===== src/rtl/m20k_pkg.sv =====
// Shared constants and types for the M20K burst read path.
package m20k_pkg;

  localparam int ADDR_W                    = 10;
  localparam int DATA_W                    = 20;
  localparam int M20K_READ_LATENCY         = 2;
  localparam int DEFAULT_READER_FIFO_DEPTH = 4;

  typedef enum logic [1:0] {
    IDLE  = 2'd0,
    ISSUE = 2'd1,
    DRAIN = 2'd2
  } readerState_e;

endpackage


===== src/rtl/m20k_reader_fifo.sv =====
// Register-based FIFO for returned RAM words; each entry holds {last, data}.
// popData reads as zero while the FIFO is empty so no stale word is exposed.
module m20k_reader_fifo #(
  parameter int WIDTH = 21,
  parameter int DEPTH = 4,
  parameter int CNT_W = $clog2(DEPTH + 1)
) (
  input  logic             clk,
  input  logic             rst,
  input  logic             push,
  input  logic [WIDTH-1:0] pushData,
  input  logic             pop,
  output logic [WIDTH-1:0] popData,
  output logic [CNT_W-1:0] count,
  output logic             empty,
  output logic             full
);
  import m20k_pkg::*;

  localparam int PTR_W = (DEPTH > 1) ? $clog2(DEPTH) : 1;

  logic [WIDTH-1:0] mem_r [DEPTH];
  logic [PTR_W-1:0] wrPtr_r;
  logic [PTR_W-1:0] rdPtr_r;
  logic [CNT_W-1:0] count_r;
  logic             pushOk_s;
  logic             popOk_s;

  function automatic logic [PTR_W-1:0] nextPtr(input logic [PTR_W-1:0] p);
    if (p == PTR_W'(DEPTH - 1)) begin
      return '0;
    end else begin
      return p + PTR_W'(1);
    end
  endfunction

  assign empty    = (count_r == '0);
  assign full     = (count_r == CNT_W'(DEPTH));
  assign count    = count_r;
  assign pushOk_s = push && !full;
  assign popOk_s  = pop && !empty;
  assign popData  = empty ? '0 : mem_r[rdPtr_r];

  // Storage, pointers and occupancy; push and pop together leave count unchanged
  always_ff @(posedge clk) begin
    if (rst) begin
      wrPtr_r <= '0;
      rdPtr_r <= '0;
      count_r <= '0;
      for (int i = 0; i < DEPTH; i++) begin
        mem_r[i] <= '0;
      end
    end else begin
      if (pushOk_s) begin
        mem_r[wrPtr_r] <= pushData;
        wrPtr_r        <= nextPtr(wrPtr_r);
      end
      if (popOk_s) begin
        rdPtr_r <= nextPtr(rdPtr_r);
      end
      case ({pushOk_s, popOk_s})
        2'b10:   count_r <= count_r + CNT_W'(1);
        2'b01:   count_r <= count_r - CNT_W'(1);
        default: count_r <= count_r;
      endcase
    end
  end

endmodule


===== src/rtl/m20k_burst_reader.sv =====
// Burst read controller for the registered M20K: issues reads under a credit
// limit, realigns returning data and streams it out with an end-of-burst flag.
module m20k_burst_reader #(
  parameter int ADDR_W       = m20k_pkg::ADDR_W,
  parameter int DATA_W       = m20k_pkg::DATA_W,
  parameter int READ_LATENCY = m20k_pkg::M20K_READ_LATENCY,
  parameter int FIFO_DEPTH   = m20k_pkg::DEFAULT_READER_FIFO_DEPTH
) (
  input  logic              clk,
  input  logic              rst,
  input  logic              reqValid,
  output logic              reqReady,
  input  logic [ADDR_W-1:0] reqStartAddr,
  input  logic [ADDR_W:0]   reqCount,
  output logic              readEnable,
  output logic [ADDR_W-1:0] readAddr,
  input  logic [DATA_W-1:0] readData,
  output logic              outValid,
  input  logic              outReady,
  output logic [DATA_W-1:0] outData,
  output logic              outLast
);
  import m20k_pkg::*;

  localparam int CNT_W = $clog2(FIFO_DEPTH + 1);

  localparam logic [1:0] ST_IDLE  = IDLE;
  localparam logic [1:0] ST_ISSUE = ISSUE;
  localparam logic [1:0] ST_DRAIN = DRAIN;

  logic [1:0]              state_r;
  logic [ADDR_W-1:0]       readAddr_r;
  logic [ADDR_W:0]         remaining_r;
  logic [READ_LATENCY-1:0] vldPipe_r;
  logic [READ_LATENCY-1:0] lastPipe_r;

  logic [CNT_W-1:0] inFlight_s;
  logic [CNT_W-1:0] fifoCount_s;
  logic [CNT_W:0]   usedSlots_s;
  logic             issue_s;
  logic             issueLast_s;
  logic             pop_s;
  logic             drainDone_s;
  logic             fifoEmpty_s;
  logic             fifoFull_s;
  logic [DATA_W:0]  fifoHead_s;

  // Credit accounting: every issued read owns a FIFO slot until its word is popped
  always_comb begin
    inFlight_s = '0;
    for (int i = 0; i < READ_LATENCY; i++) begin
      inFlight_s = inFlight_s + CNT_W'(vldPipe_r[i]);
    end
    usedSlots_s = {1'b0, inFlight_s} + {1'b0, fifoCount_s};
    issue_s     = (state_r == ST_ISSUE) && (usedSlots_s < (CNT_W + 1)'(FIFO_DEPTH)) && !fifoFull_s;
    issueLast_s = issue_s && (remaining_r == (ADDR_W + 1)'(1));
    pop_s       = !fifoEmpty_s && outReady;
    drainDone_s = (inFlight_s == '0) &&
                  (fifoEmpty_s || ((fifoCount_s == CNT_W'(1)) && pop_s));
  end

  // Burst control: latch the request, walk addresses, then wait for the final pop
  always_ff @(posedge clk) begin
    if (rst) begin
      state_r     <= ST_IDLE;
      readAddr_r  <= '0;
      remaining_r <= '0;
    end else begin
      case (state_r)
        ST_IDLE: begin
          if (reqValid && (reqCount != '0)) begin
            state_r     <= ST_ISSUE;
            readAddr_r  <= reqStartAddr;
            remaining_r <= reqCount;
          end
        end
        ST_ISSUE: begin
          if (issue_s) begin
            remaining_r <= remaining_r - (ADDR_W + 1)'(1);
            // readAddr keeps the last issued address once the burst is fully issued
            if (issueLast_s) begin
              state_r <= ST_DRAIN;
            end else begin
              readAddr_r <= readAddr_r + ADDR_W'(1);
            end
          end
        end
        ST_DRAIN: begin
          if (drainDone_s) begin
            state_r <= ST_IDLE;
          end
        end
        default: state_r <= ST_IDLE;
      endcase
    end
  end

  // In-flight valid/last pipe; clearing it on reset discards reads still in the RAM
  always_ff @(posedge clk) begin
    if (rst) begin
      vldPipe_r  <= '0;
      lastPipe_r <= '0;
    end else begin
      vldPipe_r[0]  <= issue_s;
      lastPipe_r[0] <= issueLast_s;
      for (int i = 1; i < READ_LATENCY; i++) begin
        vldPipe_r[i]  <= vldPipe_r[i-1];
        lastPipe_r[i] <= lastPipe_r[i-1];
      end
    end
  end

  m20k_reader_fifo #(
    .WIDTH (DATA_W + 1),
    .DEPTH (FIFO_DEPTH),
    .CNT_W (CNT_W)
  ) u_fifo (
    .clk      (clk),
    .rst      (rst),
    .push     (vldPipe_r[READ_LATENCY-1]),
    .pushData ({lastPipe_r[READ_LATENCY-1], readData}),
    .pop      (pop_s),
    .popData  (fifoHead_s),
    .count    (fifoCount_s),
    .empty    (fifoEmpty_s),
    .full     (fifoFull_s)
  );

  assign reqReady   = (state_r == ST_IDLE);
  assign readEnable = issue_s;
  assign readAddr   = readAddr_r;
  assign outValid   = !fifoEmpty_s;
  assign outData    = fifoHead_s[DATA_W-1:0];
  assign outLast    = fifoHead_s[DATA_W];

endmodule


===== config.mk =====
export PLATFORM = sky130hd
export DESIGN_NAME = m20k_burst_reader
export DESIGN_NICKNAME = d
export VERILOG_FILES = /design/src/rtl/m20k_pkg.sv /design/src/rtl/m20k_reader_fifo.sv /design/src/rtl/m20k_burst_reader.sv
export SDC_FILE = /design/constraint.sdc
export NUM_CORES = 1
export LEC_CHECK = 0
export CORE_MARGIN = 4
export CORE_UTILIZATION = 52
export CTS_CLUSTER_SIZE = 30
export DETAILED_ROUTE_END_ITERATION = 6
export PLACE_DENSITY = 0.83
export SYNTH_ARGS = -nofsm -noshare
export SYNTH_HDL_FRONTEND = slang
export SYNTH_SLANG_ARGS = --single-unit

===== constraint.sdc =====
create_clock -name clk -period 5.9 [get_ports clk]
set_input_delay 1.18 -clock clk [delete_from_list [all_inputs] [get_ports clk]]
set_output_delay 1.18 -clock clk [all_outputs]
set_load 0.005 [all_outputs]

Word-level counts from Yosys, hierarchy flattened
Memory sizes are Yosys's and may differ from the RTL's. A register that Yosys moved wholly into a read port is not among the register bits.
Index checks and enable logic that the tools add are counted.
{"block": "totals", "ff_bits": 34, "in_bits": 45, "mem_count": 1, "ramBits": 84}
{"block": "classes", "magnitude_cmp": 1, "mux": 26, "addsub": 8, "n_eq_ne": 14, "n_reduce_logical": 22}
{"memory": "u_fifo.mem_r", "words": 4, "width": 21, "rd": 1, "rd_ports_with_merged_regs": 1, "wr": 4, "line": "m20k_reader_fifo.sv:22", "rtl": "logic [WIDTH-1:0] mem_r [DEPTH];"}
{"cell": "21-bit 2-to-1 mux", "n": 2}
{"cell": "10-bit 2-to-1 mux", "n": 3}
{"cell": "11-bit 2-to-1 mux", "n": 2}
{"cell": "11-bit case mux with 2 select lines", "n": 1}
{"cell": "21-bit OR reduction", "n": 1}
{"cell": "10-bit case mux with 2 select lines", "n": 1}
{"cell": "2-bit 2-to-1 mux", "n": 9}
{"cell": "11-bit by 1-bit == test with 1-bit output (second input constant)", "n": 1}
{"cell": "11-bit nonzero test", "n": 1}
{"cell": "11-bit by 1-bit subtractor with 11-bit output (second input constant)", "n": 1}
{"cell": "10-bit by 1-bit adder with 10-bit output (second input constant)", "n": 1}
{"cell": "1-bit logical AND", "n": 9}
{"cell": "2-bit == test (second input constant)", "n": 4}
{"cell": "2-bit inequality test (second input constant)", "n": 4}
{"cell": "4-bit AND reduction", "n": 2}
{"cell": "3-bit logical NOT", "n": 2}
{"cell": "1-bit 2-to-1 mux", "n": 6}
{"cell": "2-bit case mux with 3 select lines", "n": 1}
{"cell": "3-bit case mux with 2 select lines", "n": 1}
{"cell": "2-bit by 1-bit adder with 2-bit output (second input constant)", "n": 2}
{"cell": "2-bit by 3-bit adder with 4-bit output", "n": 1}
{"cell": "2-bit by 1-bit == test with 1-bit output (second input constant)", "n": 2}
{"cell": "4-bit by 3-bit less-than comparator with 1-bit output (second input constant)", "n": 1}
{"cell": "2-bit nonzero test", "n": 2}
{"cell": "10 further kinds", "n": 11}

Longest topological paths before layout
Gate-level depths: netlist of the first run.
{"block": "depth", "depth_word": 9, "mapped_depth": 9}

Cells and area by module
A second synthesis of the first run with hierarchy kept.
{"block": "hier_totals", "hier_cells": 501, "hier_area_um2": 5985.7}
{"mod": "m20k_reader_fifo", "cells_each": 279, "instances": 1, "seq_area_each_um2": 2702.6, "area_each_um2": 4327.9}
{"mod": "m20k_burst_reader", "cells_each": 222, "instances": 1, "seq_area_each_um2": 540.5, "area_each_um2": 1657.8}

Worst setup path after synthesis of the first run
No wires, ideal clock.
{"block": "synth_path", "path_type": "input port to flip-flop", "startpoint": "input port rst", "endpoint": "memory u_fifo.mem_r[3][0] (enable)", "arrival_time_ps": 2379, "t_required_ps": 5375, "path_stages": 4, "setup_slack_ps": 2996, "cell_sequence": "clkbuf_1 -> inv_1 -> clkbuf_1 -> o21ai_0"}
{"item": "start, declared", "line": "m20k_burst_reader.sv:10", "rtl": "input logic rst,"}
{"item": "end, declared", "line": "m20k_reader_fifo.sv:22"}

Worst setup path after layout of the first run
{"block": "layout_path", "startpoint": "register u_fifo.count_r[0] (netlist: u_fifo.count[0])", "endpoint": "output port outData[0]"}
{"block": "layout_via", "elab_chain_cells": 2}
{"item": "start, declared", "line": "m20k_reader_fifo.sv:25", "rtl": "logic [CNT_W-1:0] count_r;"}
{"item": "start signal, assigned", "line": "m20k_reader_fifo.sv:62", "rtl": "2'b10: count_r <= count_r + CNT_W'(1);"}
{"item": "start signal, assigned", "line": "m20k_reader_fifo.sv:63", "rtl": "2'b01: count_r <= count_r - CNT_W'(1);"}
{"item": "start signal, assigned", "line": "m20k_reader_fifo.sv:64", "rtl": "default: count_r <= count_r;"}
{"item": "3-bit logical NOT", "line": "m20k_reader_fifo.sv:37", "rtl": "assign empty = (count_r == '0);"}
{"item": "21-bit 2-to-1 mux", "line": "m20k_reader_fifo.sv:42", "rtl": "assign popData = empty ? '0 : mem_r[rdPtr_r];"}
{"item": "end, declared", "line": "m20k_burst_reader.sv:20", "rtl": "output logic [DATA_W-1:0] outData,"}
No other way between the ends.

==> results of run 1 <==
-- worst max-delay path, stage by stage (launching register included) --
cell	delay (ns)
dfxtp_1	0.40
inv_1	0.09
ha_1	0.23
nand2b_1	0.63
and2_1	0.28
clkdlybuf4s50_1	0.51
-- worst paths after layout --
kind / startpoint / endpoint / slack [ns] / depth (start not counted)
max: u_fifo.count[0] / outData[0] / 2.07 / 5
min: lastPipe_r[0] / lastPipe_r[1] / 0.45 / 1
max reg2reg: u_fifo.count[0] / u_fifo.count[2] / 3.32 / 8
min reg2reg: lastPipe_r[0] / lastPipe_r[1] / 0.45 / 1
-- cell type report --
type                    count  area, sq um
clock buffers              19          422
clock inverters            11          180
fillers                   805         3520
inverters                  11         42.5
multi-input cells         334         2450
flip-flops and latches    120         3240
well taps                 140          175
repair buffers             88          856
-- metal layers --
metal | vias to the layer above | GRT usage (%) | share of wire, %
li1 | 1960 | - | -
met1 | 2047 | 26.7 | 39
met2 | 184 | 36.9 | 52
met3 | 15 | 5.36 | 7.8
met4 | 0 | 5.94 | 0.87
met5 | - | 0 | 0
-- metrics by stage --
stage | util, % | cell area [sq um] | total power [mW] | instances | setup slack, ns
detailed placement | 62.1 | 6770 | 1.61 | 693 | 2.53
floorplan | - | 5830 | 1.35 | 493 | 3.00
global placement | 62.1 | 6770 | 1.58 | 693 | 2.61
global route | 67.7 | 7370 | 2.77 | 723 | 1.89
finish | 67.7 | 7370 | 2.66 | 723 | 2.07
CTS | 67.7 | 7370 | 2.67 | 723 | 2.02
-- sequential cells by signal, summed over array words and instances (netlist names), named ones only --
register,flops
readAddr,10
u_fifo.count,3
u_fifo.wrPtr_r,2
lastPipe_r,2
u_fifo.rdPtr_r,2
u_fifo.mem_r,84
vldPipe_r,2
state_r,2
remaining_r,11
-- synth_stat cells (9+ instances only) --
cell type / n / area, sq um
nor2_1: 28 / 105
edfxtp_1: 84 / 2520
mux4_2: 21 / 473
nor3_1: 9 / 45.0
inv_1: 10 / 37.5
o21ai_0: 14 / 70.1
dfxtp_1: 36 / 721
nand2_1: 26 / 97.6
clkbuf_1: 22 / 82.6
nand3_1: 12 / 60.1
and2_1: 108 / 676
ha_1: 13 / 163
a21oi_1: 24 / 120
-- cells by family (layout without fill, tap and decap cells) --
family          Yosys count  after routing  synth area share [%]
compound gates           77             77                  8.74
xor+xnor                  3              3                 0.451
flops                   120            120                  55.7
fa+ha+maj                13             13                  2.79
buf+inv                  39            129                  2.66
simple gates            218            218                  21.2
mux                      23             23                  8.46
-- power by group through the flow --
| stage | sequential (mW) | clock, mW | combinational [mW] |
|---|---|---|---|
| 6_report | 0.997 | 1.06 | 0.600 |
| 3_3_place_gp | 1.01 | 0 | 0.576 |
| 2_1_floorplan | 1.00 | 0 | 0.354 |
| 5_1_grt | 1.00 | 1.11 | 0.655 |
| 3_5_place_dp | 1.01 | 0 | 0.600 |
| 4_1_cts | 0.997 | 1.07 | 0.605 |
==> PnR_summary.wiki, run 1 <==
{| class="wikitable"
! Metric !! Value
|-
| N_diodes || 0
|-
| Maximum fanout along the worst path || 23
|-
| Synthesized area || 5830 sq um
|-
| Final period util || 64.9%
|-
| Grt total ovfl || 0
|-
| Logic pwr share || 22.6%
|-
| I/O pin count || 79
|-
| Predominant post-synthesis flop cell || edfxtp_1
|-
| Leak Pwr || between 2 and 3 nW
|-
| Fraction of power spent switching nets || ~25%
|-
| Net switching power figure || 0.667 mW
|-
| Via count of the first global-routing pass || between 4,000 and 5,000
|-
| Critical Path RT || ~4.7 ns
|-
| Final total negative setup slack || 0 ns
|-
| First-pass GRT wire length || 21,600 microns
|-
| Kind of start point of the critical path || flip-flop
|-
| Antenna violations before repair || 0
|-
| CTS tree || done
|-
| Final-report hold violation count || 0
|-
| Clock skew after layout || 0.00661 ns
|-
| Number of nets with antenna violations after routing || 0
|-
| Fraction of synthesis flops using an asynchronous set or reset pin || 0%
|-
| Achievable frequency || between 0.2 and 0.3 GHz
|-
| H-tree levels || 4
|-
| Worst vdd rail ir drop || 0.181 mV
|-
| Leading cell type in the layout, fill and taps excluded || and2_1
|-
| Final weighted congestion of routability-driven global placement || 0.830
|-
| Total of hold buffers inserted after clock tree synthesis || 0
|-
| Power density of the placed cells || ~360 nW/um^2
|-
| Overall Global Routing Usage || a little over a fifth
|-
| Buffer depth of the longest clock path || 2
|-
| Number of buffers inserted during clock tree synthesis || 17
|-
| Number of storage elements in the synthesis netlist || 120
|-
| Vias after detailed routing || roughly 4,200
|-
| Clock-pin slew of the registers on the worst-case setup and hold paths || 0.06 ns
|-
| TritonCTS Sinks || 120
|-
| Area growth from synthesis to layout || 26.5%
|-
| Tightest Pin Transition || roughly 1.1 ns
|-
| Initial core utilization || 53.5%
|-
| Number of port buffers || 78
|-
| Max-slew violations || 0
|-
| Initial DRT Pass Iterations || 5
|-
| Unrepaired setup endpoints after global routing || false
|-
| Total setup violations reported at the end of the flow || 0
|-
| Count of cells resized by post-cts repair || 0
|-
| Net count after synthesis || 551
|-
| Floorplan die width || 114 microns
|-
| Count of flip-flops with a built-in enable after synthesis || between 80 and 90
|-
| Min cycle time layout || 3.83 ns
|-
| Net total in the final layout || between 600 and 700
|-
| Worst skew pair latency || 0.51 ns
|-
| Core area || 10,900 sq um
|-
| Drt first-iter violations || 297
|-
| Clk network pwr share || slightly below 40%
|-
| Area of the die || between 10,000 and 15,000 sq um
|-
| Number of library cell types mapped by synthesis || 50
|-
| Result of the run || finished clean
|-
| Fraction of final layout cells with drive strength greater than 1 || 12.7%
|-
| Most frequent cells in the layout || and2_1 (108), edfxtp_1 (84), clkdlybuf4s50_1 (78)
|-
| Post-DP HPWL || approximately 8400 microns
|-
| Cell-internal power || roughly 2.0 mW
|-
| Critical Path End Type || primary output
|-
| Register area share after synthesis || 55.7%
|-
| Post-CTS setup repair buffer count || 0
|-
| Die H || 114 microns
|-
| # Max-Cap Violations || 0
|-
| Sequential group share of total power || a little under two fifths
|-
| Pin count of the biggest net entering global routing || 40
|-
| Average wire length per cell after detail routing || 18.1 microns
|-
| Hold WC Path Type || flip-flop to flip-flop
|-
| DRC violation count after routing || 0
|-
| Syn. warnings || 0
|-
| FP Rows || 38
|-
| Synthesized instance count || a little under 500
|-
| Detailed Route WL || 13,100 microns
|-
| Endpoint arrival time on the critical path || ~2.7 ns
|-
| Clock tree root driver cell || clkbuf_8
|-
| Avg Cell Area, Syn || 11.8 sq um
|-
| Worst relative slew slack || 28.0%
|-
| Type of the setup path with the least slack || flip-flop to primary output
|-
| Worst hold slack || 0.450 ns
|-
| Vias per Instance || 5.82
|}
No activity file was read; power rests on OpenSTA's default activity.
==> run 2, diff against run 1 <==
==> constraint.sdc (replaced) <==
create_clock -name clk -period 3.6 [get_ports clk]
set_input_delay 0.72 -clock clk [delete_from_list [all_inputs] [get_ports clk]]
set_output_delay 0.72 -clock clk [all_outputs]
set_load 0.005 [all_outputs]
==> run 2 against run 1 <==
Worst hold slack gained 0.0097 ns. Critical endpoint is now outData[15]. Non-clock buffer count grew 2. Power grew 58%.
==> PnR_summary.wiki, run 2 (same netlist as run 1, synthesis figures left out) <==
{| class="wikitable"
! Metric !! Value
|-
| Cell with the largest stage delay on the worst path || nand2b_1
|-
| Leading cell type in the layout, fill and taps excluded || and2_1
|-
| Number of buffers inserted during clock tree synthesis || 17 (unchanged)
|-
| Result of the run || finished clean
|-
| Hold Crit Depth || 1 (unchanged)
|-
| Via count of the first global-routing pass || 4,351 (+1.6%)
|-
| Internal reg-to-reg setup slack || 1.02 ns (-2.30 ns)
|-
| Length in cells of the worst reg-to-reg path || 8 (unchanged)
|-
| Worst vdd rail ir drop || 0.298 mV (+65%)
|-
| Tightest Pin Transition || 0.833 ns (-0.246 ns)
|-
| Initial DRT Pass Iterations || 5 (unchanged)
|-
| Final-report hold violation count || 0 (unchanged)
|-
| Drt first-iter violations || 238 (-20%)
|-
| H-tree levels || 4 (unchanged)
|-
| Power, Total || 4.21 mW (+58%)
|-
| Clock-pin slew of the registers on the worst-case setup and hold paths || 0.06 ns (about the same)
|-
| Worst-case setup margin in the final layout || 0.259 ns (-1.81 ns)
|-
| Hold WC Path Type || flip-flop to flip-flop
|-
| Final period util || between 90% and 100%
|-
| DRC violation count after routing || 0 (unchanged)
|-
| Average wire length per cell after detail routing || 18.3 microns (+1.3%)
|-
| Post-DP HPWL || 8680 microns (+3.6%)
|-
| Min cycle time layout || 3.34 ns
|-
| Power density of the placed cells || 574 nW/um^2 (+59%)
|-
| Worst hold slack || 0.459 ns (+0.00971 ns)
|-
| Detailed Route WL || 13,300 microns (+1.5%)
|-
| TritonCTS Sinks || 120 (unchanged)
|-
| Critical Path, Cell by Cell || inv_1 -> ha_1 -> nand2b_1 -> and2_1 -> clkdlybuf4s50_1
|-
| # Max-Cap Violations || 0 (unchanged)
|-
| Final Cell Area || 7330 sq um (-0.46%)
|-
| Core area || 10,900 sq um (unchanged)
|-
| Crit-path leading delay family || simple AND/OR/NAND/NOR gates
|-
| Endpoint arrival time on the critical path || 2.62 ns (-0.03 ns)
|-
| Area growth from synthesis to layout || 25.9%
|-
| Initial core utilization || 53.5% (unchanged)
|-
| First-pass GRT wire length || 21,600 microns (-0.12%)
|-
| Vias after detailed routing || 4,139 (-1.6%)
|-
| Buffer depth of the longest clock path || 2 (unchanged)
|-
| Source of the worst hold timing path || lastPipe_r[0]
|-
| Total of hold buffers inserted after clock tree synthesis || 0 (unchanged)
|-
| Achievable frequency || roughly 0.30 GHz
|-
| Count of cells resized by post-cts repair || 0 (unchanged)
|-
| Pin count of the biggest net entering global routing || 40 (unchanged)
|-
| Instance area after placement || 6780 sq um (+0.22%)
|-
| Endpoint of the most critical register-to-register path || u_fifo.count[2]
|-
| Type of the setup path with the least slack || flip-flop to primary output
|-
| Number of nets with antenna violations after routing || 0 (unchanged)
|-
| Overall Global Routing Usage || 21.6% (+0.25 points)
|-
| Most frequent cells in the layout || and2_1 (108), edfxtp_1 (84), clkdlybuf4s50_1 (78)
|-
| Largest register FFs || 84 (unchanged)
|-
| Worst hold endpoint || lastPipe_r[1]
|-
| I/O pin count || 79 (unchanged)
|-
| Area of the die || 13,000 sq um (unchanged)
|-
| Worst relative slew slack || 44.5% (+16 points)
|-
| Clock tree root driver cell || clkbuf_8
|-
| Final weighted congestion of routability-driven global placement || 0.853 (+2.8%)
|-
| Die H || 114 microns (unchanged)
|-
| Max-slew violations || 0 (unchanged)
|-
| Worst skew pair latency || 0.51 ns (about the same)
|-
| Dpl ws || 0.776 ns (-1.75 ns)
|-
| Total setup violations reported at the end of the flow || 0 (unchanged)
|-
| N_diodes || 0 (unchanged)
|-
| Kind of start point of the critical path || flip-flop
|-
| Net total in the final layout || 632 (+0.32%)
|-
| Number of fill cells || 804 (-0.12%)
|-
| Critical Path RT || 2.88 ns (-1.84 ns)
|-
| Vias per Instance || 5.71 (-1.9%)
|-
| Post-CTS setup repair buffer count || 0 (unchanged)
|-
| Largest register by flop count || u_fifo.mem_r
|-
| Floorplan die width || 114 microns (unchanged)
|-
| Maximum fanout along the worst path || 23 (unchanged)
|-
| FP Rows || 38 (unchanged)
|-
| Grt total ovfl || 0 (unchanged)
|-
| CTS tree || done
|-
| Unrepaired setup endpoints after global routing || false
|-
| Number of port buffers || 78 (unchanged)
|-
| Antenna violations before repair || 0 (unchanged)
|-
| Clock skew after layout || 0.00900 ns (+0.00239 ns)
|-
| Delay of the slowest critical-path stage || 0.60 ns (-0.03 ns)
|-
| Sum of buffers and inverters on the critical path || 2 (unchanged)
|-
| Fraction of final layout cells with drive strength greater than 1 || 12.8% (+0.13 points)
|-
| Final total negative setup slack || 0 ns (unchanged)
|-
| Worst reg2reg path startpoint || u_fifo.count[0]
|-
| Leak Pwr || 2.74 nW (-0.58%)
|-
| Critical Path End Type || primary output
|}
-- run 2: cell types whose count changed in the layout (fill, tap and decap cells not counted), sizes merged --
cell and change:
clkinv +2, clkinvlp +1, bufinv -2, clkbuf -1, buf +2
-- run 2: how the worst max path moves through the flow --
stage	to	cells after the start	from	slack [ns]
final	outData[15]	5	u_fifo.count[0]	0.26
after global placement	u_fifo.mem_r[3][4]	4	rst	0.87
after CTS	outData[15]	5	u_fifo.count[0]	0.20
after detailed placement	outData[19]	5	u_fifo.count[0]	0.78
after global routing	outData[14]	5	u_fifo.count[0]	0.12
after floorplan	u_fifo.mem_r[3][0]	5	u_fifo.count[0]	0.71
-- run 2: per-layer routing --
layer | vias to the layer above | global-route usage (%) | share of wire [%]
li1 | 1963 | - | -
met1 | 2004 | 24.5 | 39
met2 | 154 | 39.8 | 53
met3 | 18 | 5.04 | 6.2
met4 | 0 | 7.21 | 1.5
met5 | - | 0 | 0
-- run 2: cell type report --
| type | instances | area [sq um] | share of cell area (%) |
|---|---|---|---|
| clock buffers | 18 | 418 | 5.70 |
| clock inverters | 12 | 135 | 1.84 |
| inverters | 11 | 42.5 | 0.580 |
| multi-input cells | 334 | 2450 | 33.4 |
| flip-flops and latches | 120 | 3240 | 44.2 |
| well taps | 140 | 175 | 2.39 |
| repair buffers | 90 | 871 | 11.9 |
-- run 2: where the power goes --
| group | switching (mW) | internal, mW |
|---|---|---|
| clock | 0.560 | 1.03 |
| combinational | 0.467 | 0.521 |
| sequential | 0.0654 | 1.56 |
| total | 1.09 | 3.11 |
-- run 2: per-stage QoR --
stage / cells / util, %
global route: 725 / 67.4
floorplan: 493 / -
CTS: 725 / 67.4
detailed placement: 695 / 62.3
global placement: 695 / 62.3
finish: 725 / 67.4
-- run 2: worst register-to-register path, stage by stage (launching register included) --
cell and delay (ns):
dfxtp_1 0.41, inv_1 0.10, ha_1 0.23, nand2b_1 0.60, nand2_1 0.26, inv_1 0.11
ha_1 0.30, or3_1 0.37, a21oi_1 0.14
